`src/rtl/vx_flush_unit_pkg.sv`:
```
// -----------------------------------------------------------------------------
// vx_flush_unit_pkg
// Shared definitions for the cache flush sequencer: flush FSM state encoding
// and helpers that derive geometry (lines per bank, index widths) from the
// cache parameters. No ports; imported by vx_flush_unit and its sub-module.
// -----------------------------------------------------------------------------
package vx_flush_unit_pkg;

   typedef enum logic [1:0] {
      IDLE  = 2'd0,
      FLUSH = 2'd1,
      DONE  = 2'd2
   } flush_state_t;

   // Lines held by a single way of a single bank.
   function automatic int lines_per_bank(input int cache_size, input int line_size,
                                         input int num_banks, input int num_ways);
      return cache_size / (line_size * num_banks * num_ways);
   endfunction

   // Index width for a count of n entries; never narrower than one bit so that
   // degenerate (single entry) counters still have a legal vector type.
   function automatic int sel_bits(input int n);
      return (n > 1) ? $clog2(n) : 1;
   endfunction

   // Line-select width of the whole cache (all banks/ways folded together).
   function automatic int line_select_bits(input int cache_size, input int line_size);
      return sel_bits(cache_size / line_size);
   endfunction

endpackage

```
`src/rtl/vx_flush_lockstep.sv`:
```
// -----------------------------------------------------------------------------
// vx_flush_lockstep
// Keeps every bank on the same (line, way) beat. Each bank's beat is offered
// until that bank accepts it; a bank that has accepted sees valid low until all
// banks have accepted, at which point beat_done pulses and the mask clears.
// Ports:
//   clk, reset   clock, asynchronous active-high reset
//   enable       beats are being offered (FSM in FLUSH)
//   ready_in     per-bank accept
//   valid_out    per-bank beat valid (~sent while enabled)
//   beat_done    every bank has taken the current beat (this cycle included)
// -----------------------------------------------------------------------------
module vx_flush_lockstep #(
   parameter int NUM_BANKS = 1
) (
   input  logic                 clk,
   input  logic                 reset,
   input  logic                 enable,
   input  logic [NUM_BANKS-1:0] ready_in,
   output logic [NUM_BANKS-1:0] valid_out,
   output logic                 beat_done
);

   logic [NUM_BANKS-1:0] sent;
   logic [NUM_BANKS-1:0] fire;

   assign valid_out = enable ? ~sent : '0;
   assign fire      = valid_out & ready_in;
   // Banks that fire this cycle count as done for the beat, so a beat where
   // every bank is ready completes in a single cycle.
   assign beat_done = enable && ((sent | fire) == {NUM_BANKS{1'b1}});

   always_ff @(posedge clk or posedge reset) begin
      if (reset) begin
         sent <= '0;
      end else if (!enable || beat_done) begin
         sent <= '0;
      end else begin
         sent <= sent | fire;
      end
   end

endmodule

```
`src/rtl/vx_flush_unit.sv`:
```
// -----------------------------------------------------------------------------
// vx_flush_unit
// Walks every (line, way) of every bank issuing one invalidation beat per
// bank, after reset (FLUSH_ON_RESET=1) and on demand. Way is the inner loop.
// Handshakes: a transfer happens on a cycle where valid and ready are both
// high at the clock edge; valid never depends combinationally on ready.
//   flush request : flush_req_valid/flush_req_ready, ready only in IDLE.
//   bank beat     : valid_out[b]/ready_in[b], addr_out/way_out held stable
//                   while any valid_out bit is high.
// Ports:
//   clk, reset        clock, asynchronous active-high reset
//   flush_req_valid   on-demand flush request
//   flush_req_ready   request accepted when valid&ready
//   flush_done        one-cycle pulse when a flush completes
//   busy              flush in progress
//   valid_out/ready_in per-bank beat handshake
//   addr_out/way_out  line and way index shared by all banks
//   dbg_state         current FSM state, for observation only
// -----------------------------------------------------------------------------
module vx_flush_unit
   import vx_flush_unit_pkg::*;
#(
   parameter int CACHE_SIZE      = 16384,
   parameter int CACHE_LINE_SIZE = 64,
   parameter int NUM_BANKS       = 1,
   parameter int NUM_WAYS        = 1,
   parameter int FLUSH_ON_RESET  = 1,
   localparam int LINES_PER_BANK = lines_per_bank(CACHE_SIZE, CACHE_LINE_SIZE, NUM_BANKS, NUM_WAYS),
   localparam int LINE_SEL_BITS  = sel_bits(LINES_PER_BANK),
   localparam int WAY_SEL_BITS   = sel_bits(NUM_WAYS)
) (
   input  logic                     clk,
   input  logic                     reset,
   input  logic                     flush_req_valid,
   output logic                     flush_req_ready,
   output logic                     flush_done,
   output logic                     busy,
   output logic [NUM_BANKS-1:0]     valid_out,
   input  logic [NUM_BANKS-1:0]     ready_in,
   output logic [LINE_SEL_BITS-1:0] addr_out,
   output logic [WAY_SEL_BITS-1:0]  way_out,
   output flush_state_t             dbg_state
);

   // Explicit terminal values: counts need not be powers of two, so the
   // counters are reloaded on compare rather than left to wrap.
   localparam logic [LINE_SEL_BITS-1:0] LAST_LINE = LINE_SEL_BITS'(LINES_PER_BANK - 1);
   localparam logic [WAY_SEL_BITS-1:0]  LAST_WAY  = WAY_SEL_BITS'(NUM_WAYS - 1);

   flush_state_t             state;
   logic [LINE_SEL_BITS-1:0] line;
   logic [WAY_SEL_BITS-1:0]  way;
   logic                     beat_done;

   vx_flush_lockstep #(
      .NUM_BANKS (NUM_BANKS)
   ) u_lockstep (
      .clk       (clk),
      .reset     (reset),
      .enable    (state == FLUSH),
      .ready_in  (ready_in),
      .valid_out (valid_out),
      .beat_done (beat_done)
   );

   always_ff @(posedge clk or posedge reset) begin
      if (reset) begin
         state      <= (FLUSH_ON_RESET != 0) ? FLUSH : IDLE;
         line       <= '0;
         way        <= '0;
         flush_done <= 1'b0;
      end else begin
         flush_done <= 1'b0;
         case (state)
            IDLE: begin
               if (flush_req_valid) begin
                  state <= FLUSH;
                  line  <= '0;
                  way   <= '0;
               end
            end
            FLUSH: begin
               if (beat_done) begin
                  if (way == LAST_WAY) begin
                     way <= '0;
                     if (line == LAST_LINE) begin
                        line       <= '0;
                        state      <= DONE;
                        flush_done <= 1'b1;
                     end else begin
                        line <= line + LINE_SEL_BITS'(1);
                     end
                  end else begin
                     way <= way + WAY_SEL_BITS'(1);
                  end
               end
            end
            DONE: begin
               // Requests are not taken here; a held request is seen in IDLE.
               state <= IDLE;
            end
            default: begin
               state <= IDLE;
            end
         endcase
      end
   end

   assign flush_req_ready = (state == IDLE);
   assign busy            = (state == FLUSH);
   assign addr_out        = line;
   assign way_out         = way;
   assign dbg_state       = state;

endmodule

```
`config.mk`:
```
export PLATFORM = sky130hd
export DESIGN_NAME = vx_flush_unit
export DESIGN_NICKNAME = d
export VERILOG_FILES = /design/src/rtl/vx_flush_unit_pkg.sv /design/src/rtl/vx_flush_lockstep.sv /design/src/rtl/vx_flush_unit.sv
export SDC_FILE = /design/constraint.sdc
export NUM_CORES = 1
export LEC_CHECK = 0
export ABC_AREA = 1
export BUFFER_PORTS_ARGS = -buffer_cell sky130_fd_sc_hd__buf_2
export CORE_ASPECT_RATIO = 1.25
export CORE_UTILIZATION = 30
export CTS_CLUSTER_DIAMETER = 200
export DETAILED_ROUTE_END_ITERATION = 10
export GPL_ROUTABILITY_DRIVEN = 1
export PLACE_DENSITY = 0.47
export RECOVER_POWER = 50
export SLEW_MARGIN = 15
export SYNTH_ARGS = -nofsm -noshare
export SYNTH_HDL_FRONTEND = slang
export SYNTH_SLANG_ARGS = --single-unit
```
`constraint.sdc`:
```
create_clock -name clk -period 1.5 [get_ports clk]
set_input_delay 0 -clock clk [delete_from_list [all_inputs] [get_ports clk]]
set_output_delay 0 -clock clk [all_outputs]
set_load 0.03 [all_outputs]
```
# == Word-level counts from Yosys, hierarchy flattened ==
# Cells that the tools add are included.
# totals
reg_bits,13
in_bits,4
out_inout_bits,15
elab_cells,44
# op_classes
add_sub_neg,2
n_eq_ne,6
mux,20
bitwise_logic,3
n_reduce_logical,8
# op_table
cell,n
8-bit 2-to-1 mux,4
8-bit case mux with 2 select lines,1
1-bit 2-to-1 mux,9
8-bit by 1-bit adder with 8-bit output (second input constant),1
8-bit == test (second input constant),1
2-bit 2-to-1 mux,4
2-bit inequality test (second input constant),4
4-bit AND reduction,2
2-bit case mux with 2 select lines,1
3-bit AND reduction,1
2-bit by 1-bit == test with 1-bit output (second input constant),1
2-bit zero test,1
1-bit case mux with 2 select lines,1
2-bit nonzero test,1
1-bit adder (second input constant),1
1-bit bitwise AND,1
1-bit logical AND,1
1-bit zero test,1
1-bit logical OR,1
1-bit inverter,1
1-bit bitwise OR,1

# == Longest topological paths before layout ==
# Gate-level depths: netlist of run 1.
# logic_depth
depth_word,7
mapped_depth,8
mapped_depth_nobuf,8

# == Cells and area by module ==
# Synthesis of run 1 repeated with hierarchy kept, for this count alone.
# hier_totals
hier_cells,91
area_unflattened_um2,671.9
# by_module_without_submodules
module,instances,cells_each,area_each_um2,seq_area_each_um2
vx_flush_unit,1,84,624.3,276.5
vx_flush_lockstep,1,7,47.5,25.0

# == Worst setup path after synthesis of run 1 ==
# Ideal clock, no wire load.
# synth_path
path_kind,reg2reg
start,register state[0] (netlist: dbg_state[0])
end,register line[3] (netlist: addr_out[3])
setup_ns,0.113
arrival_time_ns,1.276
t_required_ns,1.387
path_slack_ns,0.110
stages_incl_launch_ff,8
period_less_slack_ns,1.390
path_cell_list,dfstp_2 > nand2_4 > inv_2 > nand2_2 > nand3_1 > nand2_1 > inv_1 > nor2_2
# synth_between
elab_chain_len,7
# synth_lines
element,line,rtl
"start, declared",vx_flush_unit.sv:50,flush_state_t state;
"start signal, assigned",vx_flush_unit.sv:68,state <= (FLUSH_ON_RESET != 0) ? FLUSH : IDLE;
2-bit by 1-bit == test with 1-bit output (*),--,
named net busy,vx_flush_unit.sv:37,"output logic busy,"
1-bit 2-to-1 mux,vx_flush_lockstep.sv:27,assign valid_out = enable ? ~sent : '0;
1-bit bitwise AND,vx_flush_lockstep.sv:28,assign fire = valid_out & ready_in;
1-bit bitwise OR,vx_flush_lockstep.sv:31,assign beat_done = enable && ((sent | fire) == {NUM_BANKS{1'b1}});
1-bit logical AND,vx_flush_lockstep.sv:31,
2-bit inequality test (no source line),--,
4-bit AND reduction (no source line),--,
"end signal, assigned",vx_flush_unit.sv:91,line <= line + LINE_SEL_BITS'(1);
"end, declared",vx_flush_unit.sv:51,logic [LINE_SEL_BITS-1:0] line;
# The timed path passes the listed nets; every way through them passes the cells marked *.
# A chain may end at the register's enable or synchronous reset.

# == Worst setup path in the final report of run 1 ==
# layout_path
start,register state[0] (netlist: dbg_state[0])
end,output port busy
# layout_between
elab_chain_len,1
# layout_lines
element,line,rtl
2-bit by 1-bit == test with 1-bit output,vx_flush_unit.sv:110,assign busy = (state == FLUSH);
"end, declared",vx_flush_unit.sv:37,
# No other way between the ends.

==> results of run 1 <==
## registers in the layout, summed over array words and instances, names as in the netlist
| signal | count |
|---|---|
| addr_out | 8 |
| dbg_state | 2 |
| flush_done | 1 |
| u_lockstep.sent | 1 |
## cell families after synthesis
group | Yosys count | share of synthesized area
AND/OR/NAND/NOR | 60 | 0.421
buffers and inverters | 19 | 0.105
flip-flops | 12 | 0.407
adder cells (fa/ha/maj) | 1 | 0.0169
other | 1 | 0.00506
AO/OA/AOI/OAI | 6 | 0.0456
## worst min-delay path, delay by kind of cell
| family | cells | cell delay [ns] |
|---|---|---|
| buffers and inverters | 1 | 0.09 |
| and+or+nand+nor | 3 | 0.20 |
## metal layers
| metal | up-vias | wire length (um) | share of wire | track usage |
|---|---|---|---|---|
| li1 | 354 | - | - | - |
| met1 | 302 | 751 | 0.48 | 0.180 |
| met2 | 14 | 716 | 0.45 | 0.216 |
| met3 | 5 | 58 | 0.037 | 0.0380 |
| met4 | 0 | 48 | 0.030 | 0.0882 |
| met5 | - | 0 | 0 | 0 |
## where the power goes
part	leakage, nW	total (mW)	switching [mW]	internal [mW]
clock	0.0150	0.215	0.112	0.103
sequential	0.158	0.498	0.0937	0.404
combinational	0.333	0.957	0.666	0.290
total	0.506	1.67	0.872	0.798
## Yosys cell counts, drive strengths merged
master / instances
nand2: 32
nand3b: 1
or2: 1
a21oi: 1
dfrtp: 11
ha: 1
nor2: 12
inv: 17
clkinv: 1
dfstp: 1
o21ai: 5
conb: 1
buf: 1
nor3: 1
nand3: 13
## stage by stage
step,utilization,power [mW]
final,0.406,1.67
after global placement,0.381,1.46
after floorplan,-,1.23
after detailed placement,0.381,1.46
after global routing,0.406,1.81
after CTS,0.402,1.69
## layout by cell type (no fill, tap or decap)
cell type | synthesis | layout
inv_1 | 14 | 14
nor2_1 | 9 | 9
nand2_2 | 3 | 3
nor3_1 | 1 | 1
buf_2 | 0 | 12
clkbuf_1 | 0 | 6
buf_4 | 1 | 2
or2_2 | 1 | 1
inv_2 | 2 | 2
nand3_2 | 1 | 1
dfrtp_1 | 11 | 11
clkbuf_4 | 0 | 3
nand3_1 | 12 | 12
o21ai_2 | 1 | 1
a21oi_1 | 1 | 1
clkinv_1 | 1 | 1
o21ai_0 | 1 | 1
conb_1 | 1 | 2
ha_1 | 1 | 1
inv_4 | 1 | 1
dlygate4sd3_1 | 0 | 2
nor2_2 | 1 | 1
o21ai_1 | 3 | 3
nor2_8 | 2 | 2
nand3b_1 | 1 | 1
dfstp_2 | 1 | 1
nand2_1 | 27 | 27
nand2_4 | 2 | 2
## path summary, 6_finish.rpt
path | startpoint | end | slack, ns | cells after the start
max reg2reg | addr_out[0] | addr_out[0] | 0.15 | 7
min reg2reg | addr_out[1] | addr_out[1] | 0.58 | 2
min in group asynchronous | reset | addr_out[2] | 0.27 | 3
min | ready_in | dbg_state[0] | 0.03 | 4
max in group asynchronous | reset | dbg_state[0] | 0.87 | 3
max | dbg_state[0] | busy | 0.14 | 3
## repair_timing
action / in CTS / in global routing
hold buffers: 2 / 0
endpoints found under the setup margin: 0 / 1
endpoints found under the hold margin: 12 / 0
buffers inserted: 0 / 2
## final cells by class
type	count	area (um2)	area share
clock buffer	4	26.3	0.0287
inverter	18	70.1	0.0765
multi-input combinational	69	365	0.399
sequential	12	302	0.329
tap	31	38.8	0.0423
timing repair buffer	21	114	0.124
==> flow_summary.toml, run 1 <==
[outcome]
outcome = "complete, no violations"

[synth]
avgSynthCellArea_um2 = 7.48
synth.area.top_cells = "dfrtp_1 (37%), nand2_1 (14%), nand3_1 (8.1%), inv_1 (7.1%), nor2_8 (5.4%)"
ys_types = 24
synth_top_cell_by_area = "dfrtp_1"
synth-seq-cells = 12
synth-warning-count = 0
synthDominantCellAreaShare = 0.372
syn_inst = 99
syn-cell-area_um2 = 741
ys_seq_area_frac = 0.407

[cells_and_area]
num-fill-cells = 252
diodes = 0
syn_to_final_growth_pct = 23.6
layoutNonFillerInstCount = 155
design_area_um2 = 916
drive_gt1_frac = 0.258
finalNetCount = 130

[die]
coreArea_um2 = 2260
dieArea_um2 = 2670
die_h_um = 57.6
initial_core_util = 0.328
rows = 19
ios = 19
die_w_um = 46.4

[setup_path]
cp-start-kind = "register"
cpPeakStageDelay_ns = 0.58
path_max_fanout = 8
critPathKind = "register to output pin"
crit_buf_inv = 2
crit_family = "flip-flops"
path_cells = "nand2_4 -> inv_2 -> buf_2"
required_ns = 1.50
critPathCaptureType = "output pin"
crit_slowest_cell = "dfstp_2"
crit_arrival_ns = 1.36

[detailed_routing]
postRouteAntennaNets = 0
viasPerCell = 4.35
routedWlPerCell_um = 10.2
drt_iter0_markers = 11
drc = 0
vias = 675
dr.pass1.iters = 4
routed_wl_um = 1570

[placement]
gp_congestion = 0.832
io_buffers = 17
dpl_worst_slack_ns = 0.205
placed_cell_area_um2 = 861
placed_cells = 147
dp_hpwl_um = 1210

[pwr]
p_per_area_nw_per_um2 = 1820
leakagePower_nw = 0.506
vdd_drop_max_uv = 972

[clock_tree]
htree_levels = 1
cts_resized = 0
max-clock-path-buffers = 2
clock_tree.root_cell = "clkbuf_4"
insertion_delay_ns = 0.28
cts_sinks = 12
cts_made_buffers = 3
cts_tree = "done"
clkTransAtPathRegs_ns = 0.07

[grt]
grt_pass1_vias = 636
grt_overflow = 0
grt_usage = 0.145
grt_max_degree = 13
grt_pass1_wl_um = 2720
antenna_found_initial = 0

[timing]
worst_slack_ns = 0.144
setup_viol = 0
clock_skew_ns = 0.00778
clock.fmax_mhz = 738
rsz0062_at_grt = "no"
hold_violations = 0
fin_worst_hold_slack_ns = 0.0251
finalSetupTns_ns = 0
fin_crit_ns = 1.36
period_share = 0.904
drv_slew = 0

[job]
drv_cap = 0

[min_path]
hp-class = "input pin to register"
Power figures use the tool's default switching activity.
==> run 2, diff against run 1 <==
- BUFFER_PORTS_ARGS: -buffer_cell sky130_fd_sc_hd__buf_2 -> -buffer_cell sky130_fd_sc_hd__clkbuf_2
==> run 2 against run 1 <==
  * Sequential power hardly changed
  * First-iteration DRC count is 45% higher
  * Worst hold slack better by 0.010 ns
  * Cell count is 0.65% lower
  * Non-clock buffer count is 1 lower
  * Count of clock-buffer cells in the layout stayed put
  * Die area stayed put
  * Critical path depth stayed put
  * Combinational power is 1% higher
  * Setup slack worse by 0.0011 ns
  * Design area is 0.96% lower
  * Largest power group unchanged
==> flow_summary.toml, run 2 (synthesized netlist as in run 1, its figures left out) <==
[outcome]
outcome = "complete, no violations"

[die]
initial_core_util = 0.328
rows = 19
dieArea_um2 = 2670
die_w_um = 46.4
die_h_um = 57.6
coreArea_um2 = 2260
ios = 19

[timing]
fin_crit_ns = 1.36
clock.fmax_mhz = 737
hold_violations = 0
fin_worst_hold_slack_ns = 0.0353
rsz0062_at_grt = "no"
clock_skew_ns = 0.0109
drv_slew = 0
finalSetupTns_ns = 0
period_share = 0.905
worst_slack_ns = 0.143
setup_viol = 0

[min_path]
hp-class = "input pin to register"

[setup_path]
cp-start-kind = "register"
path_max_fanout = 8
critPathKind = "register to output pin"
required_ns = 1.50
critPathCaptureType = "output pin"
crit_arrival_ns = 1.36

[clock_tree]
insertion_delay_ns = 0.27
cts_resized = 0
cts_made_buffers = 3
clkTransAtPathRegs_ns = 0.07
htree_levels = 1
max-clock-path-buffers = 2
cts_tree = "done"
cts_sinks = 12
clock_tree.root_cell = "clkbuf_4"

[grt]
grt_max_degree = 13
grt_usage = 0.141
grt_pass1_vias = 650
antenna_found_initial = 0
grt_overflow = 0
grt_pass1_wl_um = 2760

[placement]
dpl_worst_slack_ns = 0.189
gp_congestion = 0.831
placed_cell_area_um2 = 861
io_buffers = 17
dp_hpwl_um = 1190

[pwr]
vdd_drop_max_uv = 762
p_per_area_nw_per_um2 = 1850
total_power_mw = 1.68
leakagePower_nw = 0.496

[job]
drv_cap = 0

[cells_and_area]
seq_area_um2 = 302
finalNetCount = 129
diodes = 0
syn_to_final_growth_pct = 22.5
layout_common_cells = "nand2_1 (27), inv_1 (14), nand3_1 (12), dfrtp_1 (11), clkbuf_2 (11)"
design_area_um2 = 907
mostFrequentLayoutCell = "nand2_1"
multiInputGateArea_um2 = 365
num-fill-cells = 245
drive_gt1_frac = 0.244
largest_reg_flops = 8

[detailed_routing]
postRouteAntennaNets = 0
drt_iter0_markers = 16
dr.pass1.iters = 4
drc = 0
vias = 684
routed_wl_um = 1580
viasPerCell = 4.44
routedWlPerCell_um = 10.2
[run 2: routing by layer]
layer	part of all wire	routed length [um]	up-vias	GRT usage
li1	-	-	348	-
met1	0.47	737	317	0.183
met2	0.47	744	17	0.224
met3	0.051	81	2	0.0285
met4	0.0089	14	0	0.0504
met5	0	0	-	0
[run 2: worst max-delay path, stage by stage, from the launching register on]
cell and delay, ns:
dfstp_2 0.59, nand2_4 0.10, inv_2 0.17, clkbuf_2 0.24
[run 2: path summary, 6_finish.rpt]
kind	start	end	slack (ns)	depth (start not counted)
setup / recovery	dbg_state[0]	busy	0.14	3
hold / removal	ready_in	dbg_state[0]	0.04	4
setup reg to reg	addr_out[0]	addr_out[3]	0.16	8
hold reg to reg	addr_out[1]	addr_out[1]	0.57	2
max in group asynchronous	reset	dbg_state[0]	0.86	3
min in group asynchronous	reset	addr_out[2]	0.27	3
[run 2: per-stage QoR]
| step | utilization | instances |
|---|---|---|
| after floorplan | - | 100 |
| after global placement | 0.381 | 147 |
| after detailed placement | 0.381 | 147 |
| after CTS | 0.402 | 153 |
| after global routing | 0.402 | 154 |
| final | 0.402 | 154 |
[run 2: cell type report]
type,count,share of cell area
Clock buffer,4,0.0290
Sequential cell,12,0.332
Tap cell,31,0.0428
Timing Repair Buffer,20,0.116
Multi-Input combinational cell,69,0.403
Inverter,18,0.0772
[run 2: where the power goes]
group | switching, mW | internal, mW
clock network | 0.109 | 0.103
registers | 0.0943 | 0.404
logic | 0.679 | 0.287
[run 2: repair_timing]
action                                  CTS  global route
hold buffers                              2             0
hold endpoints to repair                 12             0
buffers inserted                          0             1
endpoints found under the setup margin    0             1
==> run 3, diff against run 2 <==
- GPL_ROUTABILITY_DRIVEN: 1 -> unset
- clock period: 1.5 -> 1.4 ns (I/O delays scaled with it)
==> run 3 against run 2 <==
  * Design area up 2.3%
  * Sequential power up 5.6%
  * Utilization up 0.94 points
  * Die area unchanged
  * Global-route usage down 0.080 points
  * Clock skew down 0.0047 ns
  * Count of clock-buffer cells in the layout unchanged
  * Critical path depth unchanged
  * Flip-flop and latch count unchanged
  * Non-clock buffer count unchanged
  * Total power up 11%
  * Cell count unchanged
==> flow_summary.toml, run 3 (synthesized netlist as in run 1, its figures left out) <==
[detailed_routing]
drc = 0
dr.pass1.iters = 4
vias = 650
viasPerCell = 4.22
drt_iter0_markers = 6
routed_wl_um = 1580
routedWlPerCell_um = 10.2
postRouteAntennaNets = 0

[pwr]
switchingPower_mw = 0.949
share_comb_of_total_power = 0.565
intPower_mw = 0.914
p_seq_frac = 0.283
leakagePower_nw = 0.522
p_per_area_nw_per_um2 = 2010
sw_frac_of_total = 0.509
clockPowerShare = 0.152
total_power_mw = 1.86
vdd_drop_max_uv = 765

[timing]
rsz0062_at_grt = "no"
fin_worst_hold_slack_ns = 0.0306
period_share = 0.925
finalSetupTns_ns = 0
drv_slew = 0
hold_violations = 0
worst_slack_ns = 0.106
tightest_slew_ns = 0.504
clock_skew_ns = 0.00617
setup_viol = 0
fin_crit_ns = 1.29
clock.fmax_mhz = 773
relSlewSlack = 0.664

[cells_and_area]
syn_to_final_growth_pct = 25.3
drive_gt1_frac = 0.268
finalNetCount = 129
layout_common_cells = "nand2_1 (27), inv_1 (14), nand3_1 (12), dfrtp_1 (10), clkbuf_2 (10)"
diodes = 0
post-route-util = 0.411
largest_reg_flops = 8
mostFrequentLayoutCell = "nand2_1"
num-fill-cells = 240

[clock_tree]
clock_tree.root_cell = "clkbuf_4"
cts_tree = "done"
max-clock-path-buffers = 2
htree_levels = 1
cts_sinks = 12
cts_made_buffers = 3
insertion_delay_ns = 0.27
clkTransAtPathRegs_ns = 0.09

[min_path]
hp-class = "input pin to register"

[die]
coreArea_um2 = 2260
initial_core_util = 0.328
die_w_um = 46.4
ios = 19
rows = 19
die_h_um = 57.6
dieArea_um2 = 2670

[placement]
dpl_worst_slack_ns = 0.0828
gp_congestion = 0.822
io_buffers = 17
dp_hpwl_um = 1210

[setup_path]
path_max_fanout = 8
required_ns = 1.40
critPathKind = "register to output pin"
crit_arrival_ns = 1.29
cp-start-kind = "register"
critPathCaptureType = "output pin"

[grt]
grt_overflow = 0
grt_pass1_wl_um = 2740
antenna_found_initial = 0
grt_usage = 0.140
grt_max_degree = 13
grt_pass1_vias = 666

[job]
drv_cap = 0

[outcome]
outcome = "complete, no violations"
run 3: changes by cell type in the layout (fill, tap and decap cells not counted), sizes merged:
cell	delta
inv	+1
clkinv	-1
run 3: path summary, 6_finish.rpt:
kind	startpoint	end	cells past startpoint	slack, ns
setup / recovery	dbg_state[0]	busy	3	0.11
hold / removal	ready_in	dbg_state[0]	4	0.03
setup reg to reg	addr_out[1]	addr_out[3]	8	0.17
hold reg to reg	addr_out[1]	addr_out[1]	2	0.55
max in group asynchronous	reset	addr_out[1]	3	0.76
min in group asynchronous	reset	flush_done	3	0.27
run 3: per-stage QoR:
stage / instance area, um2 / cells
after detailed placement: 868 / 148
final: 928 / 154
after global routing: 928 / 154
after floorplan: 744 / 100
after global placement: 868 / 148
after CTS: 925 / 154
run 3: what timing repair did:
| item | CTS | global route |
|---|---|---|
| buffers inserted | 0 | 0 |
| hold endpoints to repair | 12 | 0 |
| hold buffers | 2 | 0 |
| resized for setup | 0 | 6 |
| setup endpoints to repair | 0 | 5 |
run 3: layout make-up:
class	count	area (um2)	area share
Clock buffer	4	36.3	0.0391
Inverter	18	72.6	0.0782
Multi-Input combinational cell	69	370	0.399
Sequential cell	12	303	0.326
Tap cell	31	38.8	0.0418
Timing Repair Buffer	20	108	0.116
run 3: worst max-delay path: stages, from the launching register on:
cell and delay [ns]:
dfstp_2 0.59, nand2_4 0.10, inv_4 0.12, clkbuf_4 0.20
run 3: power by group through the flow:
| stage | logic (mW) | registers (mW) | clock network (mW) |
|---|---|---|---|
| 6_report | 1.05 | 0.527 | 0.284 |
| 3_5_place_dp | 1.04 | 0.534 | 0 |
| 4_1_cts | 1.05 | 0.526 | 0.295 |
| 2_1_floorplan | 0.651 | 0.672 | 0 |
| 3_3_place_gp | 1.04 | 0.530 | 0 |
| 5_1_grt | 1.16 | 0.538 | 0.316 |
run 3: layer usage:
layer,vias up,part of all wire,track usage
met5,-,0,0
met4,0,0.010,0.0630
met3,2,0.029,0.0285
met2,11,0.49,0.230
met1,285,0.47,0.169
li1,352,-,-
